===== config.mk =====
export PLATFORM = sky130hd
export DESIGN_NAME = food_flush_ctrl_flat
export DESIGN_NICKNAME = d
export VERILOG_FILES = /design/src/rtl/food_flush_if.sv /design/src/rtl/food_flush_ctrl.sv /design/src/flat_wrapper.sv
export SDC_FILE = /design/constraint.sdc
export NUM_CORES = 1
export LEC_CHECK = 0
export BUFFER_PORTS_ARGS = -buffer_cell sky130_fd_sc_hd__buf_4
export CORE_UTILIZATION = 47
export CTS_CLUSTER_DIAMETER = 60
export DETAILED_ROUTE_END_ITERATION = 8
export GPL_ROUTABILITY_DRIVEN = 0
export GPL_TIMING_DRIVEN = 0
export HOLD_SLACK_MARGIN = 0.1
export MAX_ROUTING_LAYER = met4
export PLACE_DENSITY = 0.77
export SLEW_MARGIN = 20
export SYNTH_ARGS = -nofsm -noshare
export SYNTH_HDL_FRONTEND = slang
export SYNTH_SLANG_ARGS = --single-unit

===== constraint.sdc =====
create_clock -name clk -period 2.7 [get_ports clk]
set_input_delay 0.675 -clock clk [delete_from_list [all_inputs] [get_ports clk]]
set_output_delay 0.675 -clock clk [all_outputs]
set_load 0.02 [all_outputs]

===== src/rtl/food_flush_if.sv =====
// Bus between the food-flush controller and its surroundings: pacman position,
// level init, the food_map RAM port and the eat/status outputs.
interface food_flush_if #(
  parameter int MAP_COLS = 40,
  parameter int MAP_ROWS = 30,
  parameter int CNT_W    = 12
);
  // pos_valid is a one-cycle qualifier with no ready: the controller always takes
  // the position, either directly or into a single latest-wins pending slot.
  logic                        pos_valid;
  logic [10:0]                 pacman_curr_pos_x;
  logic [9:0]                  pacman_curr_pos_y;
  logic                        init_load;
  logic [CNT_W-1:0]            init_count;
  logic                        mem_en;
  logic                        mem_we;
  logic [$clog2(MAP_ROWS)-1:0] mem_addr;
  logic [2*MAP_COLS-1:0]       mem_wdata;
  logic [2*MAP_COLS-1:0]       mem_rdata;
  logic                        busy;
  logic                        pellet_eaten;
  logic                        power_eaten;
  logic [CNT_W-1:0]            pellet_count;
  logic                        level_clear;

  modport master (
    input  pos_valid, pacman_curr_pos_x, pacman_curr_pos_y, init_load, init_count, mem_rdata,
    output mem_en, mem_we, mem_addr, mem_wdata, busy, pellet_eaten, power_eaten,
           pellet_count, level_clear
  );

  modport slave (
    output pos_valid, pacman_curr_pos_x, pacman_curr_pos_y, init_load, init_count, mem_rdata,
    input  mem_en, mem_we, mem_addr, mem_wdata, busy, pellet_eaten, power_eaten,
           pellet_count, level_clear
  );
endinterface


===== src/rtl/food_flush_ctrl.sv =====
// Clears the food_map tile under pacman with a 4-cycle read-modify-write of the RAM row,
// reports pellet/power-pellet eat events and tracks the remaining pellet count.
module food_flush_ctrl #(
  parameter int MAP_COLS        = 40,
  parameter int MAP_ROWS        = 30,
  parameter int TILE_SHIFT      = 4,
  parameter int H_VISIBLE_START = 0,
  parameter int V_VISIBLE_START = 0,
  parameter int MOVE_TO_CENTER  = 0,
  parameter int CNT_W           = 12
) (
  input  logic             clk,
  input  logic             rst_n,
  food_flush_if.master     bus,
  output logic [2:0]       state_dbg
);
  localparam int ROW_W = $clog2(MAP_ROWS);
  localparam int COL_W = (MAP_COLS > 1) ? $clog2(MAP_COLS) : 1;
  localparam int RAM_W = 2 * MAP_COLS;
  localparam int IDX_W = $clog2(RAM_W);

  typedef enum logic [2:0] {S_IDLE, S_RD, S_WAIT, S_CHK, S_WR} state_t;

  state_t state, state_nx;

  logic             pend_vld;
  logic [10:0]      pend_x;
  logic [9:0]       pend_y;
  logic [ROW_W-1:0] row_q;
  logic [COL_W-1:0] col_q;
  logic [RAM_W-1:0] rdata_q;
  logic [1:0]       code_q;
  logic             last_vld;
  logic [ROW_W-1:0] last_row;
  logic [COL_W-1:0] last_col;
  logic             loaded_q;
  logic             clear_q;
  logic [CNT_W-1:0] count_q;

  logic [10:0]      req_x;
  logic [9:0]       req_y;
  logic             req_avail;
  logic [11:0]      x_off;
  logic [10:0]      y_off;
  logic [10:0]      col_full;
  logic [9:0]       row_full;
  logic             req_ok;
  logic             req_dup;
  logic [ROW_W-1:0] req_row;
  logic [COL_W-1:0] req_col;
  logic             take;
  logic [IDX_W-1:0] bit_base;
  logic [1:0]       cur_code;
  logic             clearable;
  logic             tile_done;
  logic [RAM_W-1:0] clr_mask;
  logic [CNT_W-1:0] count_nx;
  logic             loaded_nx;

  // A waiting pending entry is always served before a fresh position.
  always_comb begin
    req_x     = bus.pacman_curr_pos_x;
    req_y     = bus.pacman_curr_pos_y;
    req_avail = 1'b0;
    if (state == S_IDLE) begin
      if (pend_vld) begin
        req_x     = pend_x;
        req_y     = pend_y;
        req_avail = 1'b1;
      end else begin
        req_avail = bus.pos_valid;
      end
    end
  end

  // One extra bit on the subtraction makes a position left of / above the map negative.
  always_comb begin
    x_off    = {1'b0, req_x} - 12'(H_VISIBLE_START + MOVE_TO_CENTER);
    y_off    = {1'b0, req_y} - 11'(V_VISIBLE_START + MOVE_TO_CENTER);
    col_full = x_off[10:0] >> TILE_SHIFT;
    row_full = y_off[9:0] >> TILE_SHIFT;
    req_ok   = !x_off[11] && !y_off[10] &&
               (col_full < 11'(MAP_COLS)) && (row_full < 10'(MAP_ROWS));
    req_row  = row_full[ROW_W-1:0];
    req_col  = col_full[COL_W-1:0];
    req_dup  = last_vld && (req_row == last_row) && (req_col == last_col);
    take     = req_avail && req_ok && !req_dup;
  end

  always_comb begin
    bit_base  = IDX_W'({col_q, 1'b0});
    cur_code  = bus.mem_rdata[bit_base +: 2];
    clearable = (cur_code == 2'b01) || (cur_code == 2'b10);
    tile_done = ((state == S_CHK) && !clearable) || (state == S_WR);
    clr_mask  = RAM_W'(2'b11) << bit_base;
  end

  always_comb begin
    state_nx = state;
    unique case (state)
      S_IDLE:  if (take) state_nx = S_RD;
      S_RD:    state_nx = S_WAIT;
      S_WAIT:  state_nx = S_CHK;
      S_CHK:   state_nx = clearable ? S_WR : S_IDLE;
      S_WR:    state_nx = S_IDLE;
      default: state_nx = S_IDLE;
    endcase
  end

  always_ff @(posedge clk or negedge rst_n) begin
    if (!rst_n) state <= S_IDLE;
    else        state <= state_nx;
  end

  // init_load wins over a decrement landing in the same cycle.
  always_comb begin
    count_nx  = count_q;
    loaded_nx = loaded_q | bus.init_load;
    if (bus.init_load)
      count_nx = bus.init_count;
    else if ((state == S_WR) && (count_q != '0))
      count_nx = count_q - CNT_W'(1);
  end

  always_ff @(posedge clk or negedge rst_n) begin
    if (!rst_n) begin
      pend_vld <= 1'b0;
      pend_x   <= '0;
      pend_y   <= '0;
      row_q    <= '0;
      col_q    <= '0;
      rdata_q  <= '0;
      code_q   <= '0;
      last_vld <= 1'b0;
      last_row <= '0;
      last_col <= '0;
      loaded_q <= 1'b0;
      clear_q  <= 1'b0;
      count_q  <= '0;
    end else begin
      if (take) begin
        row_q <= req_row;
        col_q <= req_col;
      end
      if (state == S_CHK) begin
        rdata_q <= bus.mem_rdata;
        code_q  <= cur_code;
      end
      if ((state != S_IDLE) || pend_vld) begin
        pend_vld <= bus.pos_valid || (pend_vld && (state != S_IDLE));
        if (bus.pos_valid) begin
          pend_x <= bus.pacman_curr_pos_x;
          pend_y <= bus.pacman_curr_pos_y;
        end
      end
      if (bus.init_load) begin
        last_vld <= 1'b0;
      end else if (tile_done) begin
        last_vld <= 1'b1;
        last_row <= row_q;
        last_col <= col_q;
      end
      count_q  <= count_nx;
      loaded_q <= loaded_nx;
      clear_q  <= (count_nx == '0) && loaded_nx;
    end
  end

  always_comb begin
    bus.mem_en       = (state == S_RD) || (state == S_WR);
    bus.mem_we       = (state == S_WR);
    bus.mem_addr     = bus.mem_en ? row_q : '0;
    bus.mem_wdata    = (state == S_WR) ? (rdata_q & ~clr_mask) : '0;
    bus.busy         = (state != S_IDLE);
    bus.pellet_eaten = (state == S_WR) && (code_q == 2'b01);
    bus.power_eaten  = (state == S_WR) && (code_q == 2'b10);
    bus.pellet_count = count_q;
    bus.level_clear  = clear_q;
    state_dbg        = state;
  end
endmodule


===== src/flat_wrapper.sv =====
// flat-port wrapper written by rule: the top's interface ports become plain ports
module food_flush_ctrl_flat 
#(
  parameter int MAP_COLS        = 40,
  parameter int MAP_ROWS        = 30,
  parameter int TILE_SHIFT      = 4,
  parameter int H_VISIBLE_START = 0,
  parameter int V_VISIBLE_START = 0,
  parameter int MOVE_TO_CENTER  = 0,
  parameter int CNT_W           = 12
)
  (clk, rst_n, state_dbg, bus_pos_valid, bus_pacman_curr_pos_x, bus_pacman_curr_pos_y, bus_init_load, bus_init_count, bus_mem_rdata, bus_mem_en, bus_mem_we, bus_mem_addr, bus_mem_wdata, bus_busy, bus_pellet_eaten, bus_power_eaten, bus_pellet_count, bus_level_clear);
  food_flush_if #(.MAP_COLS(MAP_COLS), .MAP_ROWS(MAP_ROWS), .CNT_W(CNT_W)) bus_i ();
  input  logic clk;
  input  logic rst_n;
  output logic [2:0] state_dbg;
  input wire logic [$bits(bus_i.pos_valid)-1:0] bus_pos_valid;
  input wire logic [$bits(bus_i.pacman_curr_pos_x)-1:0] bus_pacman_curr_pos_x;
  input wire logic [$bits(bus_i.pacman_curr_pos_y)-1:0] bus_pacman_curr_pos_y;
  input wire logic [$bits(bus_i.init_load)-1:0] bus_init_load;
  input wire logic [$bits(bus_i.init_count)-1:0] bus_init_count;
  input wire logic [$bits(bus_i.mem_rdata)-1:0] bus_mem_rdata;
  output wire logic [$bits(bus_i.mem_en)-1:0] bus_mem_en;
  output wire logic [$bits(bus_i.mem_we)-1:0] bus_mem_we;
  output wire logic [$bits(bus_i.mem_addr)-1:0] bus_mem_addr;
  output wire logic [$bits(bus_i.mem_wdata)-1:0] bus_mem_wdata;
  output wire logic [$bits(bus_i.busy)-1:0] bus_busy;
  output wire logic [$bits(bus_i.pellet_eaten)-1:0] bus_pellet_eaten;
  output wire logic [$bits(bus_i.power_eaten)-1:0] bus_power_eaten;
  output wire logic [$bits(bus_i.pellet_count)-1:0] bus_pellet_count;
  output wire logic [$bits(bus_i.level_clear)-1:0] bus_level_clear;
  assign bus_i.pos_valid = bus_pos_valid;
  assign bus_i.pacman_curr_pos_x = bus_pacman_curr_pos_x;
  assign bus_i.pacman_curr_pos_y = bus_pacman_curr_pos_y;
  assign bus_i.init_load = bus_init_load;
  assign bus_i.init_count = bus_init_count;
  assign bus_i.mem_rdata = bus_mem_rdata;
  assign bus_mem_en = bus_i.mem_en;
  assign bus_mem_we = bus_i.mem_we;
  assign bus_mem_addr = bus_i.mem_addr;
  assign bus_mem_wdata = bus_i.mem_wdata;
  assign bus_busy = bus_i.busy;
  assign bus_pellet_eaten = bus_i.pellet_eaten;
  assign bus_power_eaten = bus_i.power_eaten;
  assign bus_pellet_count = bus_i.pellet_count;
  assign bus_level_clear = bus_i.level_clear;
  food_flush_ctrl #(.MAP_COLS(MAP_COLS), .MAP_ROWS(MAP_ROWS), .TILE_SHIFT(TILE_SHIFT), .H_VISIBLE_START(H_VISIBLE_START), .V_VISIBLE_START(V_VISIBLE_START), .MOVE_TO_CENTER(MOVE_TO_CENTER), .CNT_W(CNT_W)) u_core (.clk(clk), .rst_n(rst_n), .bus(bus_i), .state_dbg(state_dbg));
endmodule

==> results of run 1 <==
[stage by stage]
stage          utilization [%]  area [µm²]
2_1_floorplan                -        7440
6_report                  73.8       11300
3_3_place_gp              60.7        9300
3_5_place_dp              61.0        9340
5_1_grt                   73.8       11300
4_1_cts                   69.5       10600
[what timing repair did]
action,in CTS,in global routing
hold endpoints to repair,0,0
resized for setup,130,129
setup endpoints to repair,107,117
gates cloned,0,3
pin swaps,13,36
buffers inserted,29,16
[registers in the layout (all words and copies together), names as in the netlist]
signal / count
u_core.last_row: 5
u_core.row_q: 5
u_core.state_dbg: 3
u_core.bus.pellet_count: 12
u_core.code_q: 2
u_core.pend_vld: 1
u_core.bus.level_clear: 1
u_core.rdata_q: 80
u_core.last_col: 6
u_core.last_vld: 1
u_core.pend_x: 7
u_core.pend_y: 6
u_core.loaded_q: 1
u_core.col_q: 6
[final cells by class]
type	count	area share [%]
plain buffers	35	2.96
clock buffers	24	4.53
clock inverters	7	0.797
inverters	10	0.410
multi-input cells	462	39.0
flip-flops and latches	136	30.1
well taps	211	2.34
repair buffers	262	19.8
[synthesized netlist by cell type, types with 4 or more instances]
| cell | instances |
|---|---|
| sky130_fd_sc_hd__o21ai_0 | 13 |
| sky130_fd_sc_hd__clkbuf_1 | 21 |
| sky130_fd_sc_hd__nor3_1 | 9 |
| sky130_fd_sc_hd__or3_1 | 4 |
| sky130_fd_sc_hd__mux4_1 | 10 |
| sky130_fd_sc_hd__nor2_1 | 35 |
| sky130_fd_sc_hd__inv_1 | 9 |
| sky130_fd_sc_hd__mux4_2 | 5 |
| sky130_fd_sc_hd__and2_1 | 87 |
| sky130_fd_sc_hd__nand2_1 | 21 |
| sky130_fd_sc_hd__xor2_1 | 11 |
| sky130_fd_sc_hd__nor2b_1 | 7 |
| sky130_fd_sc_hd__mux2_2 | 98 |
| sky130_fd_sc_hd__dfrtp_1 | 136 |
| sky130_fd_sc_hd__nor4_1 | 6 |
| sky130_fd_sc_hd__a31oi_1 | 4 |
| sky130_fd_sc_hd__mux2i_1 | 18 |
| sky130_fd_sc_hd__buf_2 | 10 |
| sky130_fd_sc_hd__a21oi_1 | 54 |
| sky130_fd_sc_hd__mux2_4 | 9 |
| sky130_fd_sc_hd__xnor2_1 | 10 |
| sky130_fd_sc_hd__a211oi_1 | 6 |
| sky130_fd_sc_hd__nand2b_1 | 4 |
[worst paths after layout]
path | slack [ns] | to | cells past startpoint
setup / recovery | -0.23 | u_core.last_col[4] | 12
hold / removal | 0.15 | u_core.pend_x[10] | 1
setup reg to reg | -0.23 | u_core.last_col[4] | 12
hold reg to reg | 0.48 | u_core.loaded_q | 1
max in group asynchronous | 1.77 | u_core.rdata_q[27] | 2
min in group clk | 0.48 | u_core.bus.pellet_count[6] | 3
[report_power, final]
| part | switching, mW | internal, mW |
|---|---|---|
| registers | 0.566 | 2.99 |
| clock network | 0.888 | 1.50 |
| logic | 3.22 | 3.44 |
| total | 4.67 | 7.92 |
[logic make-up after synthesis]
family / Yosys count
buf+inv: 48
fa+ha+maj: 3
compound gates: 100
xor+xnor: 21
simple gates: 198
flops: 136
mux: 140
[routing by layer]
layer | up-vias | wire [µm] | part of all wire [%]
met5 | - | 0 | 0
met4 | 0 | 625 | 2.7
met3 | 61 | 1650 | 7.0
met2 | 267 | 11600 | 50
met1 | 3146 | 9490 | 41
li1 | 2865 | - | -
[critical path: stages (launching register included)]
cell and delay, ns:
sky130_fd_sc_hd__dfrtp_1 0.36, sky130_fd_sc_hd__buf_8 0.14, sky130_fd_sc_hd__buf_12 0.13, sky130_fd_sc_hd__buf_4 0.12, sky130_fd_sc_hd__mux4_2 0.51, sky130_fd_sc_hd__a22oi_2 0.24, sky130_fd_sc_hd__o41ai_2 0.13, sky130_fd_sc_hd__nor2_1 0.18
sky130_fd_sc_hd__nor4_1 0.10, sky130_fd_sc_hd__nor4_4 0.27, sky130_fd_sc_hd__buf_4 0.19, sky130_fd_sc_hd__buf_8 0.14, sky130_fd_sc_hd__mux2_4 0.31
==> results.md, run 1 <==
Run status:
- The flow ran to the end, but the final reports show violations.
- The checks that failed: setup timing.

Clock network:
- The number of clock sinks seen by CTS is 136.
- The H-tree depth is 4.
- TritonCTS built the clock tree.
- Clock-pin slew was measured on the worst setup and hold paths at 0.06 ns.
- In this run, CTS created clock tree buffers numbering 17.
- The number of hold buffers added after CTS was 0.
- No sink is reached through more buffers than the 2 on the longest clock path.
- CTS placed an instance of sky130_fd_sc_hd__clkbuf_16 at the clock tree root.
- The latest clock arrival within the worst-skew pair is 0.43 ns.

STA:
- The final worst setup slack is -0.235 ns.
- The final critical path takes up 109% of the cycle.
- The number of hold violations in the final report was 0.
- The highest clock frequency the design can meet is 0.341 GHz.
- The summed negative setup slack over all endpoints is -4.03 ns.
- Setup repair after global routing could not meet its margin everywhere.
- Setup violations remaining at the end of the flow were counted as 47.
- Between clock sinks in the finished design, the worst skew comes to 0.00647 ns.
- For the pin with the worst max-slew slack, the measured transition is 0.612 ns.
- The worst slew margin relative to its limit is 58.9%.
- The total count of max-transition violations in the final report is 0.
- On the final layout, the worst hold slack is 0.154 ns.
- The minimum clock period is 2.93 ns.

Critical path:
- The kind of capture point of the worst setup path is a register.
- The required time of the critical path is 3.01 ns.
- In this run the critical register-to-register path is launched from u_core.col_q[0].
- The setup path with the least slack is of type register to register.
- Of all nets on the critical path, the largest fanout is 5.
- The endpoint arrival time on the critical path is 3.25 ns.
- STA classifies the critical path startpoint as a register.
- The most critical setup path has its startpoint at u_core.col_q[0].

Synthesis:
- The adder and majority cell fraction of the synthesized area is 0.471%.
- The number of warning messages in the yosys log is 0.
- Counting flops and latches in the post-synthesis netlist gives 136.
- A synthesized cell averages 11.5 µm².
- The mapped netlist covers 7430 µm².
- By area the synthesized netlist is led by sky130_fd_sc_hd__dfrtp_1 46%, sky130_fd_sc_hd__mux2_2 15%, sky130_fd_sc_hd__and2_1 7.3%, sky130_fd_sc_hd__a21oi_1 3.6%, sky130_fd_sc_hd__mux4_1 3.5%.
- The post-synthesis share of cell area spent on and, or, nand and nor gates is 15.6%.
- The gate count of the mapped netlist is 646.
- The share of the yosys chip area belonging to registers is 45.8%.
- After synthesis, the netlist uses 61 different library cells.
- The share of async-settable or async-resettable flops after synthesis is 100%.
- Of the post-synthesis cell area, the dominant cell type holds 45.8%.
- The synthesized netlist devotes 2.47% of its cell area to XOR and XNOR gates.
- Yosys mapped a number of flops with a built-in enable equal to 0.
- The combinational family with the most area after synthesis is multiplexers.
- The mux cell area share after synthesis is 24.1%.
- When the netlist entered floorplanning its net count stood at 765.
- The compound-gate portion of the synthesized area is 8.26%.
- The most used flip-flop cell after synthesis is sky130_fd_sc_hd__dfrtp_1.
- The most area-hungry cell type in the Yosys netlist is sky130_fd_sc_hd__dfrtp_1.

Global routing:
- The first global-routing pass estimated 34.7 mm of wire.
- The overall overflow remaining after global route is 0.
- Across every metal layer, demand over resource in global routing totals 29.4%.
- The number of global-route vias before repair is 6535.
- The initial antenna violation count is 0.
- The met1 global-route usage is 34.9%.
- met2 is the most crowded layer.
- Global routing used 7.76% of the available met3 tracks.
- For this run, global-route usage on met2 was measured as 48.5%.
- Entering global routing, the biggest net connects 89 pins.

Layout:
- Compared with the post-synthesis result, the final layout area differs by 52.0%.
- The repair_antennas step left the layout with diodes totalling 0.
- The layout has 1058 filler cells.
- In the layout the commonest cells are 213 x sky130_fd_sc_hd__buf_4, 133 x sky130_fd_sc_hd__dfrtp_1, 98 x sky130_fd_sc_hd__mux2_2, 49 x sky130_fd_sc_hd__and2_1, 49 x sky130_fd_sc_hd__buf_6.
- The most common library cell in the layout ignoring fill and taps is sky130_fd_sc_hd__buf_4.
- Of the cells placed in the final design, the portion with a size suffix greater than 1 is 60.1%.
- The number of cells in the finished layout apart from fillers is 1147.
- The sequential cells in the finished layout cover a total of 3410 µm².
- At the end of the flow, the number of nets in the layout was 1043.
- The multi-input logic area is 4410 µm².

Placement:
- At the placement stage, the worst setup path has a slack of -0.511 ns.
- The number of placed instances, taps included, is 1071.
- The number of buffer cells added on primary ports is 213.
- The final HPWL from detailed placement is 16.1 mm.

Flow run:
- Across the run, the number of max-cap violations was 0.

Pwr:
- The standby leakage power is 5.05 nW.
- The power per cell area is 1110 nW/µm².
- IR analysis of the VDD net gives a maximum drop of 0.654 mV.
- The post-route total power is 12.6 mW.

Routing:
- The routed wire length is 23.4 mm.
- The first TritonRoute pass finished after 5 iterations.
- The detail route stage leaves a number of antenna-violating nets equal to 0.
- The initial DRC count is 425.
- The via density per instance is 5.53.
- The number of remaining DRC errors is 0.
- Detailed routing inserted a total of 6339 vias.
- Dividing the detail-routed wire length by the instance count gives 20.4 µm.

Die:
- The starting density of the core is 48.5%.
- The total area inside the core boundary comes to 15300 µm².
- The floorplan step defined a die boundary enclosing 16300 µm².
- The total number of placement rows is 45.
- 223 I/O pins were placed.
- The floorplan step set the die width to 128 µm.
- The die span in y is 128 µm.

Hold path:
- The type of the worst min-delay path is primary input to asynchronous set/reset pin.
Power figures use the tool's default switching activity.
==> run 2: changes to the inputs <==
Settings changed: RECOVER_POWER set to 25.
==> run 2 against run 1 <==
Clock power is essentially flat. Power about the same. Global-route usage is the same. Worst setup slack did not move. Non-clock buffer count did not move. Final area hardly changed. The flow still finishes with violations (setup timing). Utilization down 0.065 points. Final cell count unchanged. Sequential share of layout area is essentially flat. Largest power group unchanged. Largest cell class unchanged. Sequential cell count stayed put.
==> results.md, run 2 (synthesis gave the netlist of run 1 again) <==
Run status:
- The flow ran to the end, but the final reports show violations.
- The final reports fail on setup timing.

Die:
- The standard cell core area came to 15300 µm² (unchanged).
- The number of top-level pins came to 223 (unchanged).
- The die span in y is 128 µm (unchanged).
- The die width was 128 µm (unchanged).
- The starting density of the core is 48.5% (unchanged).
- The total number of placement rows was 45 (unchanged).
- The overall die area came to 16300 µm² (unchanged).

Global routing:
- The maximum number of pins on one net before global-route repair is 89 (unchanged).
- The number of global-route vias before repair came to 6535 (unchanged).
- The wire length of the first global-routing pass is 34.7 mm (unchanged).
- The initial antenna violation count came to 0 (unchanged).
- The overall overflow remaining after global route is 0 (unchanged).
- The global routing usage summed across all routing layers is 29.4% (unchanged).

Routing:
- The total iterations of the first detailed-routing run is 5 (unchanged).
- The average wire per cell in the routed design is 20.4 µm (about the same).
- The post-route antenna net violation count is 0 (unchanged).
- The vias after detailed routing is 6342 (+0.047%).
- The routed wire length is 23.3 mm (about the same).
- The initial DRC count is 425 (unchanged).
- The via density per instance is 5.53 (about the same).
- The number of remaining DRC errors was 0 (unchanged).

STA:
- The summed negative setup slack over all endpoints was -4.03 ns (-0.00110 ns).
- The total count of max-transition violations in the final report is 0 (unchanged).
- The worst slew margin relative to its limit was 11.5% (-47 points).
- The worst hold slack came to 0.476 ns (+0.321 ns).
- The period utilization is 109% (unchanged).
- The minimum clock period is 2.93 ns (unchanged).
- The final worst setup slack is -0.235 ns (unchanged).
- The slew at the pin closest to its max-slew limit was 1.33 ns (+0.716 ns).
- The clock tree skew after final layout is 0.00647 ns (-0.000000110 ns).
- The number of hold violations in the final report is 0 (unchanged).
- Setup repair after global routing could not meet its margin everywhere.
- The highest clock frequency the design can meet is 0.341 GHz (unchanged).
- The total setup violations reported at the end of the flow is 47 (unchanged).

Clock network:
- The number of buffers between clock root and the deepest sink is 2 (unchanged).
- TritonCTS built the clock tree.
- The H-tree depth is 4 (unchanged).
- The number of hold buffers added after CTS came to 0 (unchanged).
- The CTS clock-pin slew for the worst setup and hold paths came to 0.06 ns (about the same).
- The number of clock sinks seen by CTS is 136 (unchanged).
- The clock root buffer master is sky130_fd_sc_hd__clkbuf_16.
- The latest clock arrival within the worst-skew pair is 0.43 ns (about the same).
- The number of buffers created by CTS is 17 (unchanged).

Pwr:
- The part of the total power dissipated in sequential elements is 28.2% (about the same).
- The power per cell area is 1110 nW/µm² (about the same).
- The power spent charging and discharging nets was 4.67 mW (about the same).
- The share of power burned in the clock network came to 18.9% (about the same).
- The cell-internal power was 7.92 mW (about the same).
- The fraction of power consumed by combinational cells is 52.8% (about the same).
- The switching part of the total power was 37.1% (about the same).
- The worst vdd rail ir drop came to 0.654 mV (about the same).
- The standby leakage power is 5.05 nW (about the same).
- The post-route total power is 12.6 mW (about the same).

Critical path:
- The worst path buffer plus inverter count is 5 (unchanged).
- The startpoint of the worst setup timing path is u_core.col_q[0].
- The kind of capture point of the worst setup path is a register.
- Traced cell by cell, the critical path runs through buf_8 -> buf_12 -> buf_4 -> mux4_2 -> a22oi_2 -> o41ai_2 -> nor2_1 -> nor4_1 -> nor4_4 -> buf_4 -> buf_8 -> mux2_4.
- The maximum cell stage delay along the critical path came to 0.51 ns (about the same).
- The slowest cell on the critical path is sky130_fd_sc_hd__mux4_2.
- The required time of the critical path is 3.01 ns (about the same).
- The top fanout value on the critical path came to 5 (unchanged).
- The register-to-register setup slack is -0.23 ns (about the same).
- The endpoint arrival time on the critical path is 3.25 ns (about the same).
- The kind of critical path is register to register.
- The cell family contributing the most delay on the critical path is multiplexers.
- The startpoint of the worst-slack reg-to-reg timing path is u_core.col_q[0].
- The worst setup path is launched from a register.

Layout:
- The multi-input logic area is 4410 µm² (unchanged).
- The number of flip-flops in the largest register is 80 (unchanged).
- The number of inserted diodes is 0 (unchanged).
- The layout overhead on the synthesized area is 51.9% (about the same).
- The layout net count is 1043 (unchanged).
- The fraction of final layout cells with drive strength greater than 1 is 60.1% (unchanged).
- The final core area utilization came to 73.7% (about the same).
- More flip-flops sit in one register than any other, and that register is u_core.rdata_q.
- Leaving out fill and tap cells, the most frequent cell in the layout is sky130_fd_sc_hd__buf_4.
- The library cells used most frequently in the layout, excluding fill and tap cells, are 213 x sky130_fd_sc_hd__buf_4, 133 x sky130_fd_sc_hd__dfrtp_1, 98 x sky130_fd_sc_hd__mux2_2, 49 x sky130_fd_sc_hd__and2_1, 49 x sky130_fd_sc_hd__buf_6.
- The fill cell total of the finished layout is 1059 (+0.095%).
- The sequential cell area is 3410 µm² (unchanged).

Flow run:
- The number of max-cap violations is 0 (unchanged).

Placement:
- The worst slack at placement is -0.511 ns (unchanged).
- The final HPWL from detailed placement came to 16.1 mm (unchanged).
- The number of buffer cells added on primary ports is 213 (unchanged).

Hold path:
- The tightest min-delay check is of the primary input to register type.
- The launch instance of the worst min-delay path is bus_init_count[6].
-- run 2: changes by cell type in the layout (fill, tap and decap cells not counted), sizes merged --
cell    delta
clkbuf     +1
buf        -1
-- run 2: per-layer routing --
metal	global-route usage, %	part of all wire (%)	vias up
met2	48.5	50	267
met3	7.76	7.0	61
li1	-	-	2865
met5	-	0	-
met1	34.9	41	3149
met4	10.2	2.7	0
-- run 2: through the flow --
stage	cell area [µm²]	std cells
after floorplan	7440	646
after global placement	9300	1070
after detailed placement	9340	1071
after CTS	10600	1128
after global routing	11300	1147
final	11300	1147
-- run 2: tightest hold or removal path: stages --
cell and delay (ns):
sky130_fd_sc_hd__buf_4 0.08, sky130_fd_sc_hd__nand2_1 0.05, sky130_fd_sc_hd__o21ai_0 0.07
-- run 2: cell type report --
cell class              count  share of cell area, %
multi-input cells         462                   39.1
flip-flops and latches    136                   30.2
repair buffers            262                   19.7
clock buffers              24                   4.53
plain buffers              35                   2.96
well taps                 211                   2.34
clock inverters             7                  0.798
inverters                  10                  0.410
-- run 2: power groups by stage --
stage	Sequential (mW)	Clock [mW]	Combinational, mW
floorplan	3.38	0	3.44
global placement	3.43	0	4.77
detailed placement	3.48	0	4.86
CTS	3.50	2.40	5.82
global route	3.66	2.49	7.02
finish	3.55	2.38	6.65
-- run 2: final timing paths --
kind,cells after the start,endpoint
worst max-delay path,12,u_core.last_col[4]
worst min-delay path,3,u_core.bus.pellet_count[6]
worst max register to register,12,u_core.last_col[4]
worst min register to register,1,u_core.loaded_q
max in group asynchronous,2,u_core.rdata_q[27]
min in group asynchronous,1,u_core.pend_x[10]
-- run 2: timing repair --
| action | in CTS | in global routing |
|---|---|---|
| buffers inserted | 29 | 16 |
| endpoints found under the setup margin | 107 | 117 |
| gates cloned | 0 | 3 |
| resized for setup | 130 | 129 |
| pin swaps | 13 | 36 |
